==> src/rtl/qsfp_i2c_slave.sv <==
`timescale 1ns/1ps
// qsfp_i2c_slave
// I2C target that emulates the QSFP management interface: a 256-byte register
// map addressed through an 8-bit auto-incrementing pointer. A host-side port
// preloads and inspects the map. SCL is never driven and the clock is never
// stretched.
// Optional build macro QSFP_I2C_SLAVE_WP_EN: I2C writes below WP_BOUNDARY are
// ACKed and advance the pointer but leave the map untouched and raise no strobe.
module qsfp_i2c_slave #(
   parameter logic [6:0] SLAVE_ADDR  = 7'h50,
   parameter int         FILTER      = 3,
   parameter logic [7:0] WP_BOUNDARY = 8'h80
) (
   input  logic       wb_clk_i,
   input  logic       wb_rstn_i,
   input  logic       scl_pad_i,
   input  logic       sda_pad_i,
   output logic       sda_pad_o,
   output logic       sda_padoen_o,
   input  logic [7:0] host_adr_i,
   input  logic [7:0] host_dat_i,
   input  logic       host_we_i,
   output logic [7:0] host_dat_o,
   output logic       busy_o,
   output logic       wr_strobe_o,
   output logic [7:0] wr_adr_o
);

   typedef enum logic [2:0] {
      IDLE, ADDR, ADDR_ACK, WR_BYTE, WR_ACK, RD_BYTE, RD_ACK, IGNORE
   } state_t;

   localparam logic [3:0] FLT_LAST = 4'(FILTER - 1);

`ifdef QSFP_I2C_SLAVE_WP_EN
   localparam bit WP_ON = 1'b1;
`else
   localparam bit WP_ON = 1'b0;
`endif

   // Bit 1 carries SCL, bit 0 carries SDA through the input path.
   logic [1:0] raw, sync_a, sync_b, filt, filt_q;
   logic [3:0] flt_cnt [2];

   logic scl, sda, scl_rise, scl_fall, start_cond, stop_cond;

   state_t     state_q, state_d;
   logic [3:0] bit_cnt_q, bit_cnt_d;
   logic [7:0] shreg_q, shreg_d;
   logic [7:0] ptr_q, ptr_d;
   logic       first_q, first_d;
   logic       busy_q, busy_d;
   logic       oen_q, oen_d;
   logic       strobe_q, strobe_d;
   logic [7:0] wr_adr_q, wr_adr_d;
   logic       i2c_we;
   logic       wr_ok;
   logic [7:0] byte_in;
   logic [7:0] rd_byte;

   logic [7:0] mem [256];

   assign raw = {scl_pad_i, sda_pad_i};

   // Two-flop synchronizer into the wb_clk_i domain; an idle bus reads as 1.
   // NOTE: clocked state is always assigned with <= so every flop samples the
   // pre-edge value of its neighbours, exactly like the hardware.
   always_ff @(posedge wb_clk_i or negedge wb_rstn_i) begin
      if (!wb_rstn_i) begin
         sync_a <= '1;
         sync_b <= '1;
      end else begin
         sync_a <= raw;
         sync_b <= sync_a;
      end
   end

   // Stability filter: a new level is accepted after FILTER consecutive cycles.
   always_ff @(posedge wb_clk_i or negedge wb_rstn_i) begin
      if (!wb_rstn_i) begin
         filt       <= '1;
         filt_q     <= '1;
         flt_cnt[0] <= '0;
         flt_cnt[1] <= '0;
      end else begin
         filt_q <= filt;
         for (int i = 0; i < 2; i++) begin
            if (sync_b[i] == filt[i]) begin
               flt_cnt[i] <= '0;
            end else if (flt_cnt[i] == FLT_LAST) begin
               filt[i]    <= sync_b[i];
               flt_cnt[i] <= '0;
            end else begin
               flt_cnt[i] <= flt_cnt[i] + 4'd1;
            end
         end
      end
   end

   assign scl        = filt[1];
   assign sda        = filt[0];
   assign scl_rise   =  scl & ~filt_q[1];
   assign scl_fall   = ~scl &  filt_q[1];
   assign start_cond =  scl &  filt_q[1] &  filt_q[0] & ~sda;
   assign stop_cond  =  scl &  filt_q[1] & ~filt_q[0] &  sda;

   assign byte_in = {shreg_q[6:0], sda};
   assign rd_byte = mem[ptr_q];
   assign wr_ok   = !WP_ON || (ptr_q >= WP_BOUNDARY);

   // Protocol state and datapath registers.
   always_ff @(posedge wb_clk_i or negedge wb_rstn_i) begin
      if (!wb_rstn_i) begin
         state_q    <= IDLE;
         bit_cnt_q  <= '0;
         shreg_q    <= '0;
         ptr_q      <= '0;
         first_q    <= 1'b0;
         busy_q     <= 1'b0;
         oen_q      <= 1'b1;
         strobe_q   <= 1'b0;
         wr_adr_q   <= '0;
         host_dat_o <= '0;
      end else begin
         state_q    <= state_d;
         bit_cnt_q  <= bit_cnt_d;
         shreg_q    <= shreg_d;
         ptr_q      <= ptr_d;
         first_q    <= first_d;
         busy_q     <= busy_d;
         oen_q      <= oen_d;
         strobe_q   <= strobe_d;
         wr_adr_q   <= wr_adr_d;
         host_dat_o <= mem[host_adr_i];
      end
   end

   // Next-state and datapath decode from filtered bus events.
   // NOTE: every signal gets its hold/default value first, so no path through
   // the case statement can leave one unassigned and infer a latch.
   always_comb begin
      state_d   = state_q;
      bit_cnt_d = bit_cnt_q;
      shreg_d   = shreg_q;
      ptr_d     = ptr_q;
      first_d   = first_q;
      busy_d    = busy_q;
      oen_d     = oen_q;
      strobe_d  = 1'b0;
      wr_adr_d  = wr_adr_q;
      i2c_we    = 1'b0;

      if (stop_cond) begin
         state_d   = IDLE;
         oen_d     = 1'b1;
         busy_d    = 1'b0;
         bit_cnt_d = '0;
      end else if (start_cond) begin
         state_d   = ADDR;
         oen_d     = 1'b1;
         bit_cnt_d = '0;
      end else begin
         case (state_q)
            ADDR: begin
               if (scl_rise) begin
                  shreg_d   = byte_in;
                  bit_cnt_d = bit_cnt_q + 4'd1;
               end else if (scl_fall && bit_cnt_q == 4'd8) begin
                  if (shreg_q[7:1] == SLAVE_ADDR) begin
                     state_d = ADDR_ACK;
                     oen_d   = 1'b0;
                     busy_d  = 1'b1;
                  end else begin
                     state_d = IGNORE;
                     busy_d  = 1'b0;
                  end
               end
            end
            ADDR_ACK: begin
               if (scl_fall) begin
                  bit_cnt_d = '0;
                  if (shreg_q[0]) begin
                     state_d = RD_BYTE;
                     shreg_d = rd_byte;
                     oen_d   = rd_byte[7];
                  end else begin
                     state_d = WR_BYTE;
                     oen_d   = 1'b1;
                     first_d = 1'b1;
                  end
               end
            end
            WR_BYTE: begin
               if (scl_rise) begin
                  shreg_d   = byte_in;
                  bit_cnt_d = bit_cnt_q + 4'd1;
                  if (bit_cnt_q == 4'd7) begin
                     if (first_q) begin
                        ptr_d   = byte_in;
                        first_d = 1'b0;
                     end else begin
                        ptr_d = ptr_q + 8'd1;
                        if (wr_ok) begin
                           i2c_we   = 1'b1;
                           strobe_d = 1'b1;
                           wr_adr_d = ptr_q;
                        end
                     end
                  end
               end else if (scl_fall && bit_cnt_q == 4'd8) begin
                  state_d = WR_ACK;
                  oen_d   = 1'b0;
               end
            end
            WR_ACK: begin
               if (scl_fall) begin
                  state_d   = WR_BYTE;
                  oen_d     = 1'b1;
                  bit_cnt_d = '0;
               end
            end
            RD_BYTE: begin
               if (scl_rise) begin
                  bit_cnt_d = bit_cnt_q + 4'd1;
               end else if (scl_fall) begin
                  if (bit_cnt_q == 4'd8) begin
                     state_d   = RD_ACK;
                     oen_d     = 1'b1;
                     ptr_d     = ptr_q + 8'd1;
                     bit_cnt_d = '0;
                  end else begin
                     shreg_d = {shreg_q[6:0], 1'b0};
                     oen_d   = shreg_q[6];
                  end
               end
            end
            RD_ACK: begin
               // bit_cnt marks that the master ACKed on this ninth clock.
               if (scl_rise) begin
                  if (sda) begin
                     state_d = IGNORE;
                     busy_d  = 1'b0;
                  end else begin
                     bit_cnt_d = 4'd1;
                  end
               end else if (scl_fall && bit_cnt_q == 4'd1) begin
                  state_d   = RD_BYTE;
                  bit_cnt_d = '0;
                  shreg_d   = rd_byte;
                  oen_d     = rd_byte[7];
               end
            end
            default: ;
         endcase
      end
   end

   // Register map write port; a host write to the same address takes priority.
   // NOTE: the map is deliberately left out of reset so it stays a plain
   // memory array and survives a reset pulse.
   always_ff @(posedge wb_clk_i) begin
      if (i2c_we && !(host_we_i && host_adr_i == ptr_q)) begin
         mem[ptr_q] <= byte_in;
      end
      if (host_we_i) begin
         mem[host_adr_i] <= host_dat_i;
      end
   end

   assign sda_pad_o    = 1'b0;
   assign sda_padoen_o = oen_q;
   assign busy_o       = busy_q;
   assign wr_strobe_o  = strobe_q;
   assign wr_adr_o     = wr_adr_q;

endmodule

==> config.mk <==
export PLATFORM = sky130hd
export DESIGN_NAME = qsfp_i2c_slave
export DESIGN_NICKNAME = d
export VERILOG_FILES = /design/src/rtl/qsfp_i2c_slave.sv
export SDC_FILE = /design/constraint.sdc
export NUM_CORES = 2
export LEC_CHECK = 0
export BUFFER_PORTS_ARGS = -buffer_cell sky130_fd_sc_hd__buf_4
export CAP_MARGIN = 20
export CORE_MARGIN = 2
export CORE_UTILIZATION = 56
export DETAILED_ROUTE_END_ITERATION = 16
export PLACE_DENSITY_LB_ADDON = 0.2
export SLEW_MARGIN = 20
export SYNTH_ARGS = -nofsm -noshare
export SYNTH_HDL_FRONTEND = slang
export SYNTH_SLANG_ARGS = --single-unit
==> constraint.sdc <==
create_clock -name wb_clk_i -period 9.82 [get_ports wb_clk_i]
set_clock_uncertainty 0.05 [all_clocks]
set_input_delay 1.964 -clock wb_clk_i [delete_from_list [all_inputs] [get_ports wb_clk_i]]
set_output_delay 1.964 -clock wb_clk_i [all_outputs]
set_load 0.02 [all_outputs]
==> flow_summary_export.csv <==
group,metric,value,unit
outcome,outcome,"complete, but fails checks",
outcome,violations,"slew limit",
clocking,cts_resized,0,
clocking,clock-sinks,2107,
finish,syn_to_final_growth,7.96,%
timing,relSlewSlack,-0.615,%
placement,preCtsSetupSlack,3260,ps
clocking,numCtsBuffers,226,
route,vias,81800,
clocking,postCtsHoldBufs,0,
global_routing,grt_usage,39.6,%
route,drcViolationCount,0,
floorplan,row_count,173,
floorplan,core_area,223000,µm²
worst_setup_path,r2r-start,"filt[0]$_DFFE_PN1P_",
timing,setup_viol,0,
worst_setup_path,worstSetupStartpointType,"input pin",
synth,ys.flop_type,"edfxtp_1",
synth,synth_seq_cells,2107,
synth,synth-edff-count,2048,
worst_setup_path,cp_max_fo,44,
floorplan,ioPinCount,41,
timing,finalHoldViolCount,0,
route,postRouteWirelength,454,mm
synth,synth.area.mux_share,41.7,%
synth,synth_xor_area_share,0.105,%
clocking,cts_setup_buffers,0,
synth,synth_compound_area_share,2.30,%
timing,tns,0,ps
clocking,cts_tree,"built",
clocking,clkTransAtPathRegs,60,ps
floorplan,die_w,478,µm
pwr,p_leak,41.1,nW
clocking,cts_max_level,4,
worst_setup_path,r2r_slack,4180,ps
route,viasPerCell,7.95,
route,antenna_left,0,
route,drt_iter0_drc,14700,
worst_setup_path,rr_worst_depth,8,
finish,drive_gt1_share,56.1,%
global_routing,first_global_vias,78700,
worst_setup_path,crit_start,"host_adr_i[0]",
floorplan,dieArea,228000,µm²
floorplan,die_h,478,µm
synth,syn_inst,7522,
placement,globalplace.congestion,1.01,
timing,drv_slew,15,
synth,yosys_warnings,0,
route,post_drt_wl_per_cell,44.1,µm
worst_setup_path,endpoint_kind,"flop",
worst_setup_path,critPathArrivalTime,6650,ps
worst_hold_path,hold_class,"flop to flop",
synth,syn-num-nets,7557,
placement,portBuffers,39,
finish,register_area,63000,µm²
synth,seq_area_frac_synth,50.2,%
finish,fill_cells,16400,
timing,fmax,0.169,GHz
finish,multi_input_area,58900,µm²
clocking,clockRootBuffer,"clkbuf_16",
synth,synth_simple_gate_area_share,2.37,%
synth,synth_top_family_by_area,"multiplexers",
timing,rsz0062_at_grt,"no",
global_routing,grt_antenna_before_repair,27,
global_routing,gr-total-overflow,0,
finish,final_nets,7138,
clocking,clockBufferDepth,3,
route,drtPass1Iterations,6,
clocking,worstSkewPairLatency,920,ps
synth,syn-cell-area,126000,µm²
worst_setup_path,worstReg2RegEnd,"mem[146][2]$_DFFE_PP_",
timing,post-route-min-period,5930,ps
timing,tightest_slew,1510,ps
worst_setup_path,cp-endpoint,"host_dat_o[4]$_DFF_PN0_",
job,drv_cap,0,
timing,fin_crit_sh,60.4,%
pwr,p_per_area,212,nW/µm²
synth,synthAdderAreaFrac,0.147,%
placement,dp_hpwl,284,mm
worst_setup_path,path_class,"input pin to flop",
synth,syn_area_per_cell,16.7,µm²
synth,async_flop_share,2.80,%
worst_setup_path,required,10540,ps
floorplan,start_util,56.4,%
global_routing,grt_pass1_wl,634,mm
timing,setup_ws,3890,ps
synth,yosysUniqueCellTypes,74,
global_routing,grt_max_degree,177,
pwr,ir_drop,0.261,mV
## Yosys cell counts, types with 9 or more instances
| cell type | instances | area, µm² |
|---|---|---|
| a22oi_1 | 58 | 435 |
| o22ai_1 | 166 | 1040 |
| a31oi_1 | 13 | 81.3 |
| buf_6 | 34 | 383 |
| inv_1 | 19 | 71.3 |
| ha_1 | 14 | 175 |
| edfxtp_1 | 2048 | 61500 |
| and2_1 | 10 | 62.6 |
| buf_2 | 128 | 641 |
| a21oi_1 | 25 | 125 |
| dfstp_2 | 9 | 236 |
| mux2i_1 | 28 | 280 |
| xor2_1 | 12 | 105 |
| buf_1 | 63 | 236 |
| clkbuf_1 | 639 | 2400 |
| nor3_1 | 33 | 165 |
| nand2_1 | 221 | 830 |
| nor2_2 | 78 | 488 |
| nand3_1 | 43 | 215 |
| dfrtp_1 | 50 | 1250 |
| nand4_1 | 13 | 81.3 |
| nor2_1 | 157 | 589 |
| buf_4 | 38 | 285 |
| mux4_2 | 1278 | 28800 |
| a221oi_1 | 9 | 78.8 |
| nand2b_1 | 12 | 75.1 |
| o21ai_0 | 124 | 621 |
| mux2_2 | 2070 | 23300 |
| nor2b_1 | 18 | 113 |
## sequential cells by signal, indices dropped and copies added (netlist names), 2 cells and up
signal      count
bit_cnt_q       4
filt            2
filt_q          2
flt_cnt         8
host_dat_o      8
mem          2048
ptr_q           8
shreg_q         8
state_q         3
sync_a          2
sync_b          2
wr_adr_o        8
## where the power goes
part | internal, mW | switching [mW]
logic | 4.09 | 4.26
registers | 11.2 | 0.461
clock network | 4.94 | 3.84
## logic make-up after synthesis
logic type / after synthesis
AND/OR/NAND/NOR: 632
other: 1
flip-flops: 2107
buffers and inverters: 923
AO/OA/AOI/OAI: 453
XOR/XNOR: 15
multiplexers: 3376
adder cells (fa/ha/maj): 15
## worst min-delay path by stage
stage / from / end / depth (start not counted)
after floorplan: sync_a[0]$_DFF_PN1_ / sync_b[0]$_DFF_PN1_ / 0
after global placement: sync_a[1]$_DFF_PN1_ / sync_b[1]$_DFF_PN1_ / 0
after detailed placement: sync_a[0]$_DFF_PN1_ / sync_b[0]$_DFF_PN1_ / 0
after CTS: sync_a[0]$_DFF_PN1_ / sync_b[0]$_DFF_PN1_ / 0
after global routing: sync_a[1]$_DFF_PN1_ / sync_b[1]$_DFF_PN1_ / 0
final: sync_a[1]$_DFF_PN1_ / sync_b[1]$_DFF_PN1_ / 0
## worst max-delay path, stage by stage
cell	delay, ps
buf_8	440
buf_4	710
buf_4	640
mux4_2	590
mux4_2	470
a22oi_1	720
nand2_1	460
nor3_1	420
nand2_1	120
## layout make-up
class                           count  share of cell area (%)
Tap cell                         2975                    2.75
Sequential cell                  2107                    46.5
Clock inverter                    143                    1.07
Antenna cell                       19                  0.0351
Multi-Input combinational cell   4492                    43.4
Timing Repair Buffer              255                    1.74
Inverter                           21                  0.0581
Clock buffer                      282                    4.43
## placed cells by master (no fill, tap or decap), types with 58 or more instances in the layout
master / count
nand2_1: 206
o22ai_1: 162
o21ai_0: 94
nor2_2: 80
mux4_2: 1278
nor2_1: 155
clkbuf_16: 228
mux2_2: 2070
edfxtp_1: 2048
buf_4: 215
a22oi_1: 58
## per-layer routing
| layer | global-route usage (%) | wire length (µm) | up-vias |
|---|---|---|---|
| li1 | - | - | 30400 |
| met1 | 52.3 | 155000 | 42900 |
| met2 | 56.7 | 197000 | 7059 |
| met3 | 14.8 | 69500 | 1413 |
| met4 | 22.0 | 32300 | 32 |
| met5 | 0 | 249 | - |
## per-stage QoR
step	instance area [µm²]	utilization (%)	power (mW)	std cells	hold WS, ps
global route	136000	60.9	29.4	10300	322
global placement	128000	57.5	19.6	9845	302
finish	136000	60.9	28.8	10300	316
CTS	135000	60.9	28.5	10300	317
detailed placement	128000	57.5	19.8	9847	303
floorplan	126000	-	17.5	7522	295
Power figures use the tool's default switching activity.
